==> config.mk <==
export PLATFORM = sky130hd
export DESIGN_NAME = grey_decoder
export DESIGN_NICKNAME = d
export VERILOG_FILES = /design/src/rtl/grey_pkg.sv /design/src/rtl/grey_decoder_sync_filter.sv /design/src/rtl/grey_decoder.sv
export SDC_FILE = /design/constraint.sdc
export NUM_CORES = 1
export LEC_CHECK = 0
export ABC_AREA = 0
export BUFFER_PORTS_ARGS = -buffer_cell sky130_fd_sc_hd__buf_2
export CAP_MARGIN = 15
export CORE_MARGIN = 1.5
export CORE_UTILIZATION = 60
export DETAILED_ROUTE_END_ITERATION = 6
export PLACE_DENSITY = 0.83
export SYNTH_ARGS = -nofsm -noshare
export SYNTH_HDL_FRONTEND = slang
export SYNTH_HIERARCHICAL = 1
export SYNTH_SLANG_ARGS = --single-unit
==> constraint.sdc <==
create_clock -name clk -period 10.3 [get_ports clk]
set_clock_uncertainty 0.05 [all_clocks]
set_input_delay 0.515 -clock clk [delete_from_list [all_inputs] [get_ports clk]]
set_output_delay 0.515 -clock clk [all_outputs]
set_load 0.05 [all_outputs]
==> src/rtl/grey_pkg.sv <==
// grey_pkg: shared Gray-code width and conversion helpers for the Gray counter and decoder.
package grey_pkg;
  localparam int GREY_W = 6;
  function automatic logic [GREY_W-1:0] f_grey2bin(input logic [GREY_W-1:0] g);
    logic [GREY_W-1:0] b;
    b[GREY_W-1] = g[GREY_W-1];
    for (int i = GREY_W - 2; i >= 0; i--) b[i] = b[i+1] ^ g[i];
    return b;
  endfunction
  function automatic logic [GREY_W-1:0] f_bin2grey(input logic [GREY_W-1:0] b);
    return b ^ (b >> 1);
  endfunction
  function automatic int f_hamming(input logic [GREY_W-1:0] a, input logic [GREY_W-1:0] b);
    return $countones(a ^ b);
  endfunction
endpackage

==> src/rtl/grey_decoder_sync_filter.sv <==
// grey_sync_filter: two-flop synchronizer plus stability filter; flags when a new stable value is ready.
module grey_sync_filter #(
  parameter int WIDTH = 6,
  parameter int STABLE_CYCLES = 3
) (
  input  logic             clk,
  input  logic             w_reset,
  input  logic [WIDTH-1:0] i_grey,
  output logic [WIDTH-1:0] o_acc,
  output logic [WIDTH-1:0] o_cand,
  output logic             o_accept
);
  localparam int CW = $clog2(STABLE_CYCLES + 1);
  localparam logic [CW-1:0] STABLE = CW'(STABLE_CYCLES);
  logic [WIDTH-1:0] r_s1, r_s2, r_cand, r_acc;
  logic [CW-1:0]    r_cnt;
  // r_cnt parks at STABLE once reached; cand==acc after the accept stops a repeat
  assign o_accept = (r_cnt == STABLE) && (r_s2 == r_cand) && (r_cand != r_acc);
  assign o_acc    = r_acc;
  assign o_cand   = r_cand;
  always_ff @(posedge clk) begin
    if (w_reset) begin
      r_s1   <= '0;
      r_s2   <= '0;
      r_cand <= '0;
      r_cnt  <= '0;
      r_acc  <= '0;
    end else begin
      r_s1 <= i_grey;
      r_s2 <= r_s1;
      if (r_s2 != r_cand) begin
        r_cand <= r_s2;
        r_cnt  <= '0;
      end else if (r_cnt < STABLE) r_cnt <= r_cnt + 1'b1;
      if (o_accept) r_acc <= r_cand;
    end
  end
endmodule

==> src/rtl/grey_decoder.sv <==
// grey_decoder: filters a Gray bus, decodes it, classifies each change and tracks position and errors.
module grey_decoder
  import grey_pkg::*;
#(
  parameter int WIDTH = GREY_W,
  parameter int STABLE_CYCLES = 3,
  parameter int CNT_W = 16
) (
  input  logic             clk,
  input  logic             w_reset,
  input  logic [WIDTH-1:0] i_grey,
  input  logic             i_clr_err,
  output logic [WIDTH-1:0] o_bin,
  output logic             o_valid,
  output logic             o_dir_up,
  output logic             o_step_err,
  output logic [CNT_W-1:0] o_pos,
  output logic [CNT_W-1:0] o_err_cnt,
  output logic             o_sticky_err
);
  logic [WIDTH-1:0] w_acc, w_cand, w_new_bin, w_old_bin, w_inc;
  logic             w_accept, w_legal, w_up, w_bad;
  grey_sync_filter #(.WIDTH(WIDTH), .STABLE_CYCLES(STABLE_CYCLES)) u_filt (
    .clk      (clk),
    .w_reset  (w_reset),
    .i_grey   (i_grey),
    .o_acc    (w_acc),
    .o_cand   (w_cand),
    .o_accept (w_accept)
  );
  assign w_new_bin = f_grey2bin(w_cand);
  assign w_old_bin = f_grey2bin(w_acc);
  assign w_inc     = w_old_bin + 1'b1;
  assign w_legal   = f_hamming(w_acc, w_cand) == 1;
  assign w_up      = w_new_bin == w_inc;
  assign w_bad     = w_accept && !w_legal;
  always_ff @(posedge clk) begin
    if (w_reset) begin
      o_bin        <= '0;
      o_valid      <= 1'b0;
      o_dir_up     <= 1'b0;
      o_step_err   <= 1'b0;
      o_pos        <= '0;
      o_err_cnt    <= '0;
      o_sticky_err <= 1'b0;
    end else begin
      o_valid    <= w_accept;
      o_step_err <= w_bad;
      if (w_accept) o_bin <= w_new_bin;
      if (w_accept && w_legal) begin
        o_pos    <= w_up ? o_pos + 1'b1 : o_pos - 1'b1;
        o_dir_up <= w_up;
      end
      // a fresh error outranks a simultaneous clear
      if (w_bad) begin
        o_err_cnt    <= i_clr_err ? CNT_W'(1) : (&o_err_cnt ? o_err_cnt : o_err_cnt + 1'b1);
        o_sticky_err <= 1'b1;
      end else if (i_clr_err) begin
        o_err_cnt    <= '0;
        o_sticky_err <= 1'b0;
      end
    end
  end
endmodule

Word level (Yosys, flattened, before mapping)
Index checks and enable logic that the tools add are counted.
{"block": "classes", "addsub": 10, "magnitude_cmp": 1, "eq_ne": 7, "muxes": 7, "n_bitwise": 11, "n_reduce_logical": 9}
{"cell": "two-way mux 16 bit", "n": 5}
{"cell": "adder 16 x 1 -> 16 bit (second input constant)", "n": 2}
{"cell": "AND reduction 16 bit", "n": 1}
{"cell": "subtractor 16 x 1 -> 16 bit (second input constant)", "n": 1}
{"cell": "== test 6 bit", "n": 2}
{"cell": "!= test 6 bit", "n": 2}
{"cell": "XOR 1 bit", "n": 10}
{"cell": "adder 1 x 1 -> 2 bit", "n": 3}
{"cell": "adder 6 x 1 -> 6 bit (second input constant)", "n": 1}
{"cell": "XOR 6 bit", "n": 1}
{"cell": "adder 3 x 2 -> 4 bit", "n": 1}
{"cell": "== test 4 x 1 -> 1 bit (second input constant)", "n": 1}
{"cell": "logical AND 1 bit", "n": 4}
{"cell": "adder 2 x 2 -> 3 bit", "n": 1}
{"cell": "adder 2 x 1 -> 2 bit (second input constant)", "n": 1}
{"cell": "== test 2 bit (second input constant)", "n": 1}
{"cell": "less-than comparator 2 bit (second input constant)", "n": 1}
{"cell": "two-way mux 1 bit", "n": 2}
{"cell": "!= test 2 bit (second input constant)", "n": 1}
{"cell": "AND reduction 2 bit", "n": 1}
{"cell": "nonzero test 2 bit", "n": 1}
{"cell": "OR reduction 2 bit", "n": 1}
{"cell": "logical NOT 1 bit", "n": 1}
{"block": "totals", "regBits": 68, "in_bits": 9, "output_inout_bits": 42}

Longest topological paths before layout
{"block": "logic_depth", "word_depth": 9, "depth_mapped": 23, "mapped_depth_nobuf": 23}

Hierarchy
The synthesis kept the hierarchy.
{"module": "grey_decoder", "instances": 1, "cells_each": 318, "area_each_um2": 2678.8}
{"module": "grey_sync_filter", "instances": 1, "cells_each": 89, "area_each_um2": 979.7}

Least setup slack after synthesis
Ideal clock, no wire load.
{"block": "synth_timing", "path_type": "register -> register", "from": "register u_filt.r_acc[4] (netlist: u_filt/o_acc[4])", "to": "register o_pos[15]", "arrival_ps": 4733, "t_required_ps": 10180, "setup_slack_ps": 5446, "stages_incl_launch_ff": 22, "path_buffers": 0, "synth_period_minus_slack_ps": 4854, "path_cell_list": "dfxtp_1 > xor2_1 > ha_1 > inv_1 > ha_1 > inv_1 > ha_1 > inv_1 > ha_1 > xor2_1 > or3_4 > a211oi_4 > inv_1 > ha_1 > a21oi_1 > o21ai_0 > a21o_1 > a211o_1 > a221oi_1 > xnor2_1 > or3_1 > a21oi_1"}
{"block": "synth_via", "elab_chain_len": 8, "elab_cells_between_ends": 15}
{"element": "start, declared", "line_no": "grey_decoder_sync_filter.sv:15", "text": "logic [WIDTH-1:0] r_s1, r_s2, r_cand, r_acc;"}
{"element": "start signal, assigned", "line_no": "grey_decoder_sync_filter.sv:35", "text": "if (o_accept) r_acc <= r_cand;"}
{"element": "XOR 1 bit *", "line_no": "grey_pkg.sv:7", "text": "for (int i = GREY_W - 2; i >= 0; i--) b[i] = b[i+1] ^ g[i];"}
{"element": "XOR 1 bit (4 in a row)", "line_no": "grey_pkg.sv:7"}
{"element": "adder 6 x 1 -> 6 bit *", "line_no": "grey_decoder.sv:33", "text": "assign w_inc = w_old_bin + 1'b1;"}
{"element": "== test 6 bit *", "line_no": "grey_decoder.sv:35", "text": "assign w_up = w_new_bin == w_inc;"}
{"element": "net w_up", "line_no": "grey_decoder.sv:22", "text": "logic w_accept, w_legal, w_up, w_bad;"}
{"element": "two-way mux 16 bit *", "line_no": "grey_decoder.sv:51", "text": "o_pos <= w_up ? o_pos + 1'b1 : o_pos - 1'b1;"}
{"element": "end signal, assigned", "line_no": "grey_decoder.sv:51"}
{"element": "end, declared", "line_no": "grey_decoder.sv:17", "text": "output logic [CNT_W-1:0] o_pos,"}
The timed path passes the listed nets; every way through them passes the cells marked *.
A chain may end at the register's enable or synchronous reset.

Worst setup path after layout
Same ends and word-level chain as after synthesis.

==> qor.csv <==
metric,value,unit
route.detailed.drc,0,
r2r-end,o_pos[15],
boundaryPins,51,
drt-total-wl,7120,um
routedWlPerCell,13.3,um
status,completed,
ys.flop_type,dfxtp_1,
first_iter_violations,156,
maxCapViolations,0,
synthesis.nets,441,
holdBufCountCts,0,
htree_levels,3,
cts_tree,built,
cts_buffers,9,
top_layer_used,met4,
core-area,0.00592,sq mm
wl_met3,232,um
nFillCells,476,
overflow,0,
tightest_slew,1.05,ns
drive_gt1_share,15.9,%
reg2reg_from,u_filt/o_acc[4],
grt_use_total,22.9,%
arrival,5.61,ns
rrSetupSlack,4.91,ns
cts_buffer_depth,2,
io_buffer_count,50,
synth-async-reset-ratio,0,%
final_nets,488,
grt_max_degree,67,
die_y,81.1,um
crit_path_max_fanout,14,
setup_viol,0,
vias,2952,
worst_ir_drop_vdd,0.113,mV
ys_ff_latch,68,
place_area,0.00394,sq mm
reg2regPathDepth,23,
cts_resized,0,
diodes,0,
fin_util,69.6,%
p_leak,1.82,nW
wl_met1,3150,um
start_kind,flop,
post_cts_buffers,0,
antenna_violating_nets_post_route,0,
start_util,61.8,%
final.setup.tns,0,ns
slew_headroom,30.3,%
clk_pin_slew,0.08,ns
synth_edf_count,0,
clock.fmax,0.185,GHz
final_period_minus_worst_setup_slack,5.39,ns
yosysSeqAreaShare,37.2,%
cp-end-kind,flop,
grt_antenna_before_repair,0,
power.density,120,mW/mm^2
dieArea,0.00657,sq mm
rows,28,
hold_path_class,input pin to flop,
slew_viol_final,0,
netlist_area,0.00366,sq mm
yosysWarnings,6,
crit_start,u_filt/o_acc[4],
postLayoutCellArea,0.00412,sq mm
syn_inst,407,
dieWidth,81.1,um
rsz0062_at_grt,false,
synth_cell_type_count,46,
grt_pass1_wl,11600,um
final_hold_viol_count,0,
clock_latency,0.34,ns
cts_root_buffer,clkbuf_8,
areaGrowthSynthToFinish,12.6,%
dr.pass1.iters,4,
hpwl,5160,um
worstPathRequired,10.52,ns
path_class,flop to flop,
cp-endpoint,o_pos[15],
viasPerCell,5.53,
clock_sinks,68,
synth_area_per_cell,8.99,sq um
dr_wl_met2,3610,um
place.gp.congestion,0.858,
fin_crit_sh,52.4,%
grt_pass1_vias,2737,
[synth_stat cells, types with 3 or more instances]
cell type	instances	area, sq um
dfxtp_1	68	1360
nand2_1	35	131
nor2_1	32	120
a21oi_1	27	135
xnor2_1	25	219
xor2_1	25	219
nor2b_1	24	150
ha_1	21	263
inv_1	16	60.1
nand2b_1	13	81.3
clkbuf_1	12	45.0
mux2i_1	11	110
a21o_1	10	75.1
and3_1	9	56.3
nor3_1	8	40.0
o21ai_0	8	40.0
nand3_1	7	35.0
a31oi_1	6	37.5
nand4_1	6	37.5
a211oi_1	5	37.5
fa_1	4	80.1
nand4b_1	3	26.3
[metal layers]
metal / GRT usage (%) / up-vias
li1: - / 1493
met1: 26.4 / 1388
met2: 40.9 / 56
met3: 5.06 / 15
met4: 8.79 / 0
met5: 0 / -
[report_power, final]
| part | switching (W) | total, W | internal [W] |
|---|---|---|---|
| Sequential | 0.00000277 | 0.000269 | 0.000266 |
| Clock | 0.000102 | 0.000195 | 0.0000929 |
| Combinational | 0.0000173 | 0.0000311 | 0.0000139 |
| Total | 0.000122 | 0.000495 | 0.000373 |
[cells by family (layout without fill, tap and decap cells)]
group           after synthesis  in the layout  synth area share, %
simple gates                153            153                 22.0
mux                          11             11                 3.01
fa+ha+maj                    25             25                 9.37
compound gates               68             68                 12.0
flops                        68             68                 37.2
xor+xnor                     52             52                 13.1
buf+inv                      30             82                 3.28
[how the worst min path moves through the flow]
stage | from | to | slack [ns] | cells after the start
after global placement | u_filt/r_s1[5] | u_filt/r_s2[5] | 0.37 | 1
after global routing | i_grey[2] | u_filt/r_s1[2] | 0.33 | 2
after floorplan | u_filt/r_s1[0] | u_filt/r_s2[0] | 0.36 | 1
after detailed placement | u_filt/r_s1[1] | u_filt/r_s2[1] | 0.38 | 1
final | i_grey[5] | u_filt/r_s1[5] | 0.33 | 2
after CTS | i_grey[1] | u_filt/r_s1[1] | 0.32 | 2
[worst max-delay path, stage by stage, from the launching register on]
cell      delay (ns)
dfxtp_1         0.35
xor2_1          0.17
ha_1            0.31
inv_1           0.05
ha_1            0.30
inv_1           0.05
ha_1            0.26
inv_1           0.04
ha_1            0.29
nor2b_1         0.22
xnor2_1         0.13
nor3_1          0.19
a31oi_1         0.09
a211oi_4        0.26
inv_1           0.30
ha_1            0.43
a21oi_1         0.19
o21ai_0         0.10
a21o_1          0.19
a211o_1         0.34
a221oi_1        0.42
xnor2_1         0.13
or3_1           0.32
a21oi_1         0.13
[placed cells by master, fill, tap and decap left out, drive strengths merged, types with 3 or more instances in the layout]
master | synthesis | final
o21ai | 8 | 8
a21o | 10 | 10
a21oi | 27 | 27
fa | 4 | 4
inv | 16 | 16
nand4b | 3 | 3
xor2 | 25 | 25
nor2 | 32 | 32
mux2i | 11 | 11
nor2b | 24 | 24
nand2b | 13 | 13
nand2 | 35 | 35
and3 | 9 | 9
nand4 | 6 | 6
buf | 2 | 50
dfxtp | 68 | 68
clkbuf | 12 | 10
nor3 | 8 | 8
nand3 | 7 | 7
a211oi | 6 | 6
clkinvlp | 0 | 4
a31oi | 6 | 6
xnor2 | 26 | 26
ha | 21 | 21
[state kept, by name (all words and copies together), names as in the netlist, 2 cells and up]
| register | count |
|---|---|
| o_err_cnt | 16 |
| u_filt/r_s1 | 6 |
| u_filt/r_cnt | 2 |
| o_bin | 6 |
| u_filt/r_s2 | 6 |
| o_pos | 16 |
| u_filt/o_cand | 6 |
| u_filt/o_acc | 6 |
[area by class of cell]
| cell class | count | area [sq um] | share of cell area [%] |
|---|---|---|---|
| Multi-Input combinational cell | 309 | 2180 | 52.8 |
| Sequential cell | 68 | 1360 | 33.0 |
| Timing Repair Buffer | 50 | 250 | 6.07 |
| Clock buffer | 10 | 138 | 3.34 |
| Tap cell | 75 | 93.8 | 2.28 |
| Inverter | 16 | 60.1 | 1.46 |
| Clock inverter | 6 | 40.0 | 0.972 |
[metrics by stage]
step                      total power [W]  setup slack, ns  hold slack [ns]  std cells
after global routing             0.000513             4.52            0.325        534
after detailed placement         0.000306             4.89            0.376        518
after global placement           0.000305             5.18            0.367        518
after CTS                        0.000499             4.88            0.323        534
after floorplan                  0.000299             5.45            0.364        407
final                            0.000495             4.91            0.335        534
No activity file was read; power rests on OpenSTA's default activity.
